$ cat config.mk
export PLATFORM = sky130hd
export DESIGN_NAME = convolution_coprocessor_result_reader
export DESIGN_NICKNAME = d
export VERILOG_FILES = /design/src/rtl/convolution_coprocessor_pkg.sv /design/src/rtl/convolution_coprocessor_out_fifo.sv /design/src/rtl/convolution_coprocessor_realAdder.sv /design/src/rtl/convolution_coprocessor_result_reader.sv
export SDC_FILE = /design/constraint.sdc
export NUM_CORES = 1
export LEC_CHECK = 0
export ABC_AREA = 1
export CORE_ASPECT_RATIO = 2
export CORE_MARGIN = 2
export CORE_UTILIZATION = 43
export DETAILED_ROUTE_END_ITERATION = 8
export GPL_TIMING_DRIVEN = 0
export PLACE_DENSITY = 0.66
export SLEW_MARGIN = 20
export SYNTH_ARGS = -nofsm -noshare
export SYNTH_HDL_FRONTEND = slang
export SYNTH_SLANG_ARGS = --single-unit
$ cat constraint.sdc
create_clock -name clk -period 2.48 [get_ports clk]
set_clock_uncertainty 0.2 [all_clocks]
set_input_delay 0.496 -clock clk [delete_from_list [all_inputs] [get_ports clk]]
set_output_delay 0.496 -clock clk [all_outputs]
set_load 0.05 [all_outputs]
$ cat src/rtl/convolution_coprocessor_pkg.sv
// Shared types and constants for the convolution coprocessor result path.
package convolution_coprocessor_pkg;

  localparam int unsigned DEF_SIZE_WIDTH = 5;
  localparam int unsigned DEF_DATA_WIDTH = 16;
  localparam int unsigned FIFO_DEPTH     = 2;

  typedef enum logic [1:0] {
    IDLE,
    CALC,
    STREAM,
    DONE
  } state_e;

endpackage

$ cat src/rtl/convolution_coprocessor_out_fifo.sv
// Two-entry fall-through valid/ready FIFO; optional per-entry last flag
// is present when CONV_READER_LAST_EN is defined.
module convolution_coprocessor_out_fifo
  import convolution_coprocessor_pkg::*;
#(
  parameter int unsigned DATA_WIDTH = DEF_DATA_WIDTH
) (
  input  logic                  clk,
  input  logic                  rst_n,
  input  logic                  in_valid,
  input  logic [DATA_WIDTH-1:0] in_data,
  input  logic                  out_ready,
  output logic                  out_valid,
  output logic [DATA_WIDTH-1:0] out_data,
  output logic [1:0]            count
`ifdef CONV_READER_LAST_EN
  ,
  input  logic                  in_last,
  output logic                  out_last
`endif
);

  logic [DATA_WIDTH-1:0] mem_q [FIFO_DEPTH];
  logic [DATA_WIDTH-1:0] mem_d [FIFO_DEPTH];
  logic                  wr_ptr_q, wr_ptr_d;
  logic                  rd_ptr_q, rd_ptr_d;
  logic [1:0]            count_q, count_d;
  logic                  empty, pop, wr, rd;
`ifdef CONV_READER_LAST_EN
  logic                  last_q [FIFO_DEPTH];
  logic                  last_d [FIFO_DEPTH];
`endif

  assign empty     = (count_q == 2'd0);
  assign out_valid = !empty || in_valid;
  assign out_data  = !empty ? mem_q[rd_ptr_q] : (in_valid ? in_data : '0);
`ifdef CONV_READER_LAST_EN
  assign out_last  = !empty ? last_q[rd_ptr_q] : (in_valid && in_last);
`endif
  assign count     = count_q;

  // An arriving word that is consumed while the FIFO is empty bypasses storage.
  assign pop = out_valid && out_ready;
  assign wr  = in_valid && !(empty && pop);
  assign rd  = pop && !empty;

  always_comb begin
    mem_d = mem_q;
`ifdef CONV_READER_LAST_EN
    last_d = last_q;
`endif
    if (wr) begin
      mem_d[wr_ptr_q] = in_data;
`ifdef CONV_READER_LAST_EN
      last_d[wr_ptr_q] = in_last;
`endif
    end
    wr_ptr_d = wr_ptr_q ^ wr;
    rd_ptr_d = rd_ptr_q ^ rd;
    count_d  = count_q + 2'(wr) - 2'(rd);
  end

  always_ff @(posedge clk or negedge rst_n) begin
    if (!rst_n) begin
      mem_q    <= '{default: '0};
`ifdef CONV_READER_LAST_EN
      last_q   <= '{default: 1'b0};
`endif
      wr_ptr_q <= 1'b0;
      rd_ptr_q <= 1'b0;
      count_q  <= 2'd0;
    end else begin
      mem_q    <= mem_d;
`ifdef CONV_READER_LAST_EN
      last_q   <= last_d;
`endif
      wr_ptr_q <= wr_ptr_d;
      rd_ptr_q <= rd_ptr_d;
      count_q  <= count_d;
    end
  end

endmodule

$ cat src/rtl/convolution_coprocessor_realAdder.sv
// Plain unsigned adder shared across the convolution coprocessor datapath.
module convolution_coprocessor_realAdder #(
  parameter int unsigned WIDTH = 8
) (
  input  logic [WIDTH-1:0] a,
  input  logic [WIDTH-1:0] b,
  output logic [WIDTH-1:0] sum
);

  assign sum = a + b;

endmodule

$ cat src/rtl/convolution_coprocessor_result_reader.sv
// Drains result memory Z (sizeY+sizeH-1 samples) onto a valid/ready stream.
// Define CONV_READER_LAST_EN to add the m_last output.
module convolution_coprocessor_result_reader
  import convolution_coprocessor_pkg::*;
#(
  parameter int unsigned SIZE_WIDTH = DEF_SIZE_WIDTH,
  parameter int unsigned ADDR_WIDTH = SIZE_WIDTH + 1,
  parameter int unsigned DATA_WIDTH = DEF_DATA_WIDTH
) (
  input  logic                  clk,
  input  logic                  rst_n,
  input  logic                  start,
  input  logic [SIZE_WIDTH-1:0] sizeY,
  input  logic [SIZE_WIDTH-1:0] sizeH,
  output logic [ADDR_WIDTH-1:0] memZ_addr,
  output logic                  memZ_rd,
  input  logic [DATA_WIDTH-1:0] memZ_data,
  output logic [DATA_WIDTH-1:0] m_data,
  output logic                  m_valid,
  input  logic                  m_ready,
  output logic                  busy,
  output logic                  done
`ifdef CONV_READER_LAST_EN
  ,
  output logic                  m_last
`endif
);

  state_e                state_q, state_d;
  logic [ADDR_WIDTH-1:0] y_q, y_d, h_q, h_d;
  logic [ADDR_WIDTH-1:0] size_z_q, size_z_d;
  logic [ADDR_WIDTH-1:0] rd_ptr_q, rd_ptr_d;
  logic [ADDR_WIDTH-1:0] out_cnt_q, out_cnt_d;
  logic [ADDR_WIDTH-1:0] sum;
  logic                  inflight_q, inflight_d;
  logic [1:0]            fifo_count;
  logic                  issue, handshake;
`ifdef CONV_READER_LAST_EN
  logic                  inflight_last_q, inflight_last_d;
`endif

  convolution_coprocessor_realAdder #(
    .WIDTH(ADDR_WIDTH)
  ) u_size_adder (
    .a  (y_q),
    .b  (h_q),
    .sum(sum)
  );

  convolution_coprocessor_out_fifo #(
    .DATA_WIDTH(DATA_WIDTH)
  ) u_out_fifo (
    .clk      (clk),
    .rst_n    (rst_n),
    .in_valid (inflight_q),
    .in_data  (memZ_data),
    .out_ready(m_ready),
    .out_valid(m_valid),
    .out_data (m_data),
    .count    (fifo_count)
`ifdef CONV_READER_LAST_EN
    ,
    .in_last  (inflight_last_q),
    .out_last (m_last)
`endif
  );

  assign handshake = m_valid && m_ready;
  assign memZ_rd   = issue;
  assign memZ_addr = rd_ptr_q;
  assign busy      = (state_q != IDLE);
  assign done      = (state_q == DONE);

  always_comb begin
    state_d   = state_q;
    y_d       = y_q;
    h_d       = h_q;
    size_z_d  = size_z_q;
    rd_ptr_d  = rd_ptr_q;
    out_cnt_d = out_cnt_q;
    issue     = 1'b0;
    unique case (state_q)
      IDLE: begin
        if (start) begin
          y_d     = ADDR_WIDTH'(sizeY);
          h_d     = ADDR_WIDTH'(sizeH);
          state_d = CALC;
        end
      end
      CALC: begin
        rd_ptr_d  = '0;
        out_cnt_d = '0;
        if (y_q == '0 || h_q == '0) begin
          size_z_d = '0;
          state_d  = DONE;
        end else begin
          size_z_d = sum - ADDR_WIDTH'(1);
          state_d  = STREAM;
        end
      end
      STREAM: begin
        // Credit check: stored words plus the read in flight never exceed FIFO capacity.
        issue = (rd_ptr_q < size_z_q) &&
                ((fifo_count + 2'(inflight_q)) < 2'(FIFO_DEPTH));
        if (issue) rd_ptr_d = rd_ptr_q + ADDR_WIDTH'(1);
        if (handshake) begin
          out_cnt_d = out_cnt_q + ADDR_WIDTH'(1);
          if (out_cnt_d == size_z_q) state_d = DONE;
        end
      end
      DONE: state_d = IDLE;
      default: state_d = IDLE;
    endcase
    inflight_d = issue;
`ifdef CONV_READER_LAST_EN
    inflight_last_d = issue && (rd_ptr_q == size_z_q - ADDR_WIDTH'(1));
`endif
  end

  always_ff @(posedge clk or negedge rst_n) begin
    if (!rst_n) begin
      state_q    <= IDLE;
      y_q        <= '0;
      h_q        <= '0;
      size_z_q   <= '0;
      rd_ptr_q   <= '0;
      out_cnt_q  <= '0;
      inflight_q <= 1'b0;
`ifdef CONV_READER_LAST_EN
      inflight_last_q <= 1'b0;
`endif
    end else begin
      state_q    <= state_d;
      y_q        <= y_d;
      h_q        <= h_d;
      size_z_q   <= size_z_d;
      rd_ptr_q   <= rd_ptr_d;
      out_cnt_q  <= out_cnt_d;
      inflight_q <= inflight_d;
`ifdef CONV_READER_LAST_EN
      inflight_last_q <= inflight_last_d;
`endif
    end
  end

endmodule

==> flow_summary.ini, run 1 <==
[outcome]
status = finished clean

[clock_tree]
h-tree-depth = 3
cts.clk_slew.worst_paths_ns = 0.06
cts_tree = done
clockBufferDepth = 2
clock_sinks = 67
cts_buffers = 9
insertion_delay_ns = 0.34
root_buffer = clkbuf_16

[floorplanning]
ios = 56
die_area_um2 = 9450
die_y_um = 135
design.core.area_um2 = 8530
num_rows = 48
die_x_um = 69.7
start_util = 0.436

[pwr]
pwr-share-comb = 0.589
p_sw_frac = 0.468
p_int_mw = 3.95
power_density_nw_per_um2 = 1530
leakage_nw = 2.28
p_switching_mw = 3.47
peakVddDrop_mv = 0.745
finalPower_mw = 7.42
clkPwrFrac = 0.158
seqPwrFrac = 0.253

[logic_synthesis]
syn_nets = 463
synth.cell_area_um2 = 3720
synthCells = 407
syn_avg_cell_area_um2 = 9.13
synth-seq-cells = 67
ys_seq_area_frac = 0.451
synth_cell_types = 26
ys_warn_count = 0

[run]
maxCapViolCount = 0

[cells_and_area]
areaGrowthSynthToFinish_pct = 30.8
fin_area_um2 = 4860
final_util = 0.570
finalNetCount = 542
drive_above_1_share = 0.263
antenna_cells = 0

[worst_setup_path]
r2r_start = u_out_fifo.count[1]
crit_path_start_kind = flop
end_kind = output port
rrSetupSlack_ns = 0.27
worstPathArrival_ns = 1.74
rr_worst_depth = 7
rr_endpoint = u_out_fifo.mem_q[1]
critical_path_required_ns = 1.78
cp_max_fo = 5
path_class = reg -> out

[min_path]
hold-path-endpoint = u_out_fifo.mem_q[25]
min_from = u_out_fifo.mem_q[25]
hp-class = reg -> reg
min_path_cells = 1

[timing]
slew_headroom = 0.652
slew_violations = 0
timing.hold.ws_ns = 0.306
fin_crit_sh = 0.984
finalHoldViolCount = 0
rsz0062_at_grt = true
period_needed_ns = 2.44
clock.fmax_ghz = 0.410
finalSetupViolCount = 0
setup_slack_ns = 0.0409
worst_slew_pin_slew_ns = 0.521

[global_route]
grt_max_degree = 46
grt-ovfl-total = 0
antenna_found_initial = 0
grt_use_total = 0.192
grt_pass1_vias = 3141
grt_pass1_wl_mm = 14.1

[route]
dr.pass1.iters = 4
ant_nets = 0
wl_mm = 8.62
drc = 0
vias = 3108
viasPerCell = 5.26
routedWlPerCell_um = 14.6
drt_iter0_markers = 79

[placement]
port_buffers = 55
place_ws_ns = -0.538
place.gp.congestion = 0.839
hpwl_mm = 6.41
placed_area_um2 = 4470
per-layer routing:
metal	track usage	wire length [µm]
met1	0.185	3140
met2	0.361	4850
met3	0.0379	308
met4	0.125	331
met5	0	0
critical path, cell delays in order (launching register included):
cell and delay [ns]:
dfrtp_2 0.45, inv_4 0.09, ha_4 0.17, inv_4 0.05, nor2_2 0.10, nand3_1 0.09
nor2_2 0.13, nand2_2 0.11, inv_4 0.09, buf_8 0.14
how the worst max path moves through the flow:
stage                   startpoint         end  slack, ns  cells after the start
2_1_floorplan  u_out_fifo.count[1]   m_data[2]      -0.22                      3
5_1_grt                 state_q[0]     memZ_rd      -0.08                      9
6_report                state_q[0]     memZ_rd       0.04                      9
3_5_place_dp            state_q[0]     memZ_rd      -0.54                      9
4_1_cts                 state_q[0]     memZ_rd      -0.04                      9
3_3_place_gp                 rst_n  state_q[0]      -1.57                      1
synth_stat cells:
master    instances  area share
a21oi_1          16       0.022
nor2_2            1      0.0017
nor3_1            4      0.0054
nor2_1           48       0.048
xor2_1            4      0.0094
nand4_1           3      0.0051
buf_4             3      0.0061
inv_2             6      0.0061
dfrtp_1          67        0.45
ha_1             25       0.084
o21ai_1           7      0.0094
nand3_2           1      0.0027
o31ai_1          16       0.032
nand3_1          41       0.055
o22ai_1          11       0.019
inv_1            45       0.045
buf_2             6      0.0081
mux2_2           32       0.097
or2_2             1      0.0017
nand2_1          48       0.048
nor2_4            1      0.0030
fa_1              1      0.0054
nand2_2           5      0.0084
clkbuf_1          8      0.0081
xnor2_1           6       0.014
nand2_4           1      0.0030
cells in the final DEF, fill, tap and decap left out, drive strengths merged, types with 4 or more instances in the layout:
cell,instances
dfrtp,67
nand2,54
inv,52
nor2,50
nand3,42
buf,41
clkdlybuf4s50,34
mux2,32
ha,25
a21oi,16
o31ai,16
clkbuf,15
o22ai,11
o21ai,7
xnor2,6
xor2,4
nor3,4
logic make-up (layout without fill, tap and decap cells):
group	after synthesis	count (layout)	share of synthesized area
AOI/OAI and AO/OA	50	50	0.0818
xor gates and xnor gates	10	10	0.0236
adders and majority gates	26	26	0.0896
buffers and inverters	68	152	0.0737
DFF	67	67	0.451
muxes	32	32	0.0970
and+or+nand+nor	154	154	0.183
flip-flops by register name, summed over array words and instances, names as in the netlist, 2 cells and up:
register	cells
out_cnt_q	6
y_q	5
h_q	5
u_out_fifo.count	2
size_z_q	6
memZ_addr	6
u_out_fifo.mem_q	32
state_q	2
final cells by class:
cell class	instances	area (µm²)
Fill cell	783	3670
Multi-Input combinational cell	272	1840
Sequential cell	67	1680
Timing Repair Buffer	69	637
Clock buffer	9	225
Inverter	51	199
Tap cell	100	125
Buffer	16	104
Clock inverter	7	53.8
metrics by stage:
step | cells | TNS [ns]
6_report | 591 | 0
5_1_grt | 591 | -0.0817
4_1_cts | 579 | -0.0419
3_5_place_dp | 563 | -13.05
3_3_place_gp | 562 | -116.82
2_1_floorplan | 407 | -0.859
power groups by stage:
| stage | combinational, mW | clock [mW] | sequential (mW) |
|---|---|---|---|
| after detailed placement | 4.26 | 0 | 1.88 |
| after CTS | 4.20 | 1.21 | 1.87 |
| after floorplan | 3.09 | 0 | 1.87 |
| final | 4.37 | 1.18 | 1.87 |
| after global routing | 4.78 | 1.25 | 1.93 |
| after global placement | 4.15 | 0 | 1.85 |
repair_timing:
| action | CTS | global route |
|---|---|---|
| setup buffers | 0 | 12 |
| endpoints found under the hold margin | 22 | 0 |
| setup endpoints to repair | 39 | 27 |
| pin swaps | 1 | 5 |
| hold buffers | 1 | 0 |
| resized for setup | 124 | 24 |
Power figures use the tool's default switching activity.
==> inputs of run 2 (changes only) <==
--- a/config.mk
+++ b/config.mk
@@ -5,13 +5,13 @@
 export SDC_FILE = /design/constraint.sdc
 export NUM_CORES = 1
 export LEC_CHECK = 0
-export ABC_AREA = 1
 export CORE_ASPECT_RATIO = 2
 export CORE_MARGIN = 2
 export CORE_UTILIZATION = 43
 export DETAILED_ROUTE_END_ITERATION = 8
 export GPL_TIMING_DRIVEN = 0
 export PLACE_DENSITY = 0.66
+export SETUP_SLACK_MARGIN = 0.15
 export SLEW_MARGIN = 20
 export SYNTH_ARGS = -nofsm -noshare
 export SYNTH_HDL_FRONTEND = slang
==> run 2 against run 1 <==
Net effect:
- global-route usage fell by 0.38 points
- sequential power up 3%
- critical path type unchanged
- largest cell class unchanged
- critical path depth decreased by 2
- largest power group unchanged
- core utilization rose by 3.8 points
- critical endpoint unchanged
- sequential share of layout area decreased by 2.1 points
- flip-flop and latch count unchanged
- the run now ends with negative setup slack left
- area after synthesis grew 0.27%
==> flow_summary.ini, run 2 <==
[floorplanning]
die_y_um = 136
design.core.area_um2 = 8530
start_util = 0.437
die_area_um2 = 9470
ios = 56
die_x_um = 69.8
num_rows = 48

[timing]
clock.fmax_ghz = 0.393
slew_violations = 0
setup_slack_ns = -0.0616
finalSetupViolCount = 1
worst_slew_pin_slew_ns = 0.518
period_needed_ns = 2.54
fin_crit_sh = 1.02
finalHoldViolCount = 0
slew_headroom = 0.653
fin_tns_setup_ns = -0.0616
rsz0062_at_grt = true

[worst_setup_path]
path_cells = inv_2 > ha_4 > inv_4 > or3_4 > buf_6 > a21oi_4 > buf_6
critPathSlowestCell = dfrtp_1
crit_family = buffers and inverters
cp_num_buf_inv = 4
cp_max_fo = 2
cpMostUsedCell = buf_6
r2r_start = state_q[0]
rr_worst_depth = 8
path_class = reg -> out
rr_endpoint = memZ_addr[3]
max_stage_delay_ns = 0.41
crit_path_start_kind = flop
end_kind = output port
rrSetupSlack_ns = 0.24
critical_path_required_ns = 1.78
worstPathArrival_ns = 1.85

[route]
wl_mm = 8.41
viasPerCell = 5.35
drt_iter0_markers = 106
vias = 2837
dr.pass1.iters = 4
routedWlPerCell_um = 15.9
drc = 0
ant_nets = 0

[logic_synthesis]
ys_warn_count = 0
synth_common_cells = dfrtp_1 (67), mux2_2 (43), inv_1 (36), o21ai_0 (26)
synthCells = 343
syn_nets = 399
synth_edf_count = 0
synth-async-reset-ratio = 1.00
synth_top_cell_by_area = dfrtp_1
ys.flop_type = dfrtp_1
synth-seq-cells = 67
synthTopCellsByArea = dfrtp_1 (45%), mux2_2 (13%), ha_1 (8.4%), mux2i_1 (4.8%), inv_1 (3.6%)
synth.cell_area_um2 = 3730
syn_avg_cell_area_um2 = 10.9
yosysMostFrequentCell = dfrtp_1
synth_cell_types = 43
ys_seq_area_frac = 0.450
synth_top_area_share = 0.450

[pwr]
leakage_nw = 2.33
peakVddDrop_mv = 0.658
power_density_nw_per_um2 = 1570

[outcome]
violations = negative setup slack
status = finished, violations left

[min_path]
hp-class = reg -> reg
min_from = u_out_fifo.mem_q[31]
min_path_cells = 1
hold-path-endpoint = u_out_fifo.mem_q[31]

[placement]
place.gp.congestion = 0.850
port_buffers = 55
hpwl_mm = 5.85
place_ws_ns = -0.725

[run]
maxCapViolCount = 0

[cells_and_area]
largest_register = u_out_fifo.mem_q
finalNetCount = 481
nFillCells = 729
final_cell_mix = dfrtp_1 (60), mux2_2 (43), inv_1 (34)
largest_reg_flops = 32
final_common_cell = dfrtp_1
areaGrowthSynthToFinish_pct = 39.1
antenna_cells = 0
drive_above_1_share = 0.349

[global_route]
grt-ovfl-total = 0
grt_max_degree = 55
grt_use_total = 0.188
grt_pass1_vias = 2953
grt_pass1_wl_mm = 13.8
antenna_found_initial = 0

[clock_tree]
root_buffer = clkbuf_16
clockBufferDepth = 2
cts_tree = done
h-tree-depth = 3
insertion_delay_ns = 0.33
cts.clk_slew.worst_paths_ns = 0.06
cts_buffers = 9
clock_sinks = 67
run 2: cell count changes in the layout (fill, tap and decap cells not counted), sizes merged, moves of 8 or more:
cell   previous run  this run
a21oi            16         7
mux2i             0        18
nor2             50         7
o22ai            11         3
mux2             32        43
o31ai            16         1
nand3            42        25
nand2            54        13
inv              52        36
o21ai             7        26
run 2: per-stage QoR:
step                      utilization  area, µm²  hold slack, ns  instances  power, mW
final                           0.608       5180           0.304        530       8.12
after global placement          0.522       4450           0.288        498       5.93
after global routing            0.608       5180           0.310        530       8.64
after detailed placement        0.525       4470           0.170        499       6.03
after floorplan                     -       3770        0.000409        343       4.91
after CTS                       0.589       5030           0.307        525       7.91
run 2: cells by family after synthesis:
logic type / synth area share
simple gates: 0.0887
xor+xnor: 0.0447
compound gates: 0.0957
mux: 0.178
fa+ha+maj: 0.0893
flops: 0.450
buf+inv: 0.0534
run 2: routing by layer:
metal,wire length (µm),global-route usage,vias to the layer above
met5,0,0,-
met2,4790,0.344,66
li1,-,-,1368
met1,3010,0.194,1385
met4,325,0.108,0
met3,293,0.0387,18
run 2: power breakdown:
| group | internal [mW] | switching (mW) |
|---|---|---|
| Combinational | 2.02 | 2.59 |
| Sequential | 1.59 | 0.337 |
| Clock | 1.09 | 0.481 |
run 2: area by class of cell:
type                       instances  area, µm²  area share
clock inverter                     6        138      0.0266
sequential                        67       1690       0.325
inverter                          36        138      0.0266
tap                              100        125      0.0241
multi-input combinational        226       2030       0.392
buffer                            14        139      0.0268
clock buffer                      10        229      0.0442
timing repair buffer              71        701       0.135
run 2: worst max path at each step:
stage / startpoint / end / slack (ns) / cells past startpoint
3_5_place_dp: state_q[0] / memZ_rd / -0.73 / 7
2_1_floorplan: u_out_fifo.rd_ptr_q / m_data[10] / -0.02 / 4
3_3_place_gp: rst_n / memZ_addr[5] / -1.75 / 1
4_1_cts: state_q[0] / memZ_rd / -0.08 / 7
6_report: state_q[0] / memZ_rd / -0.06 / 7
5_1_grt: size_z_q[3] / memZ_rd / -0.09 / 6
run 2: repair_timing:
| item | CTS | global route |
|---|---|---|
| setup buffers | 9 | 4 |
| cloned | 0 | 1 |
| hold endpoints to repair | 13 | 0 |
| gates resized for setup | 145 | 40 |
| pin swaps | 2 | 3 |
| hold buffers | 1 | 0 |
| setup endpoints to repair | 57 | 43 |
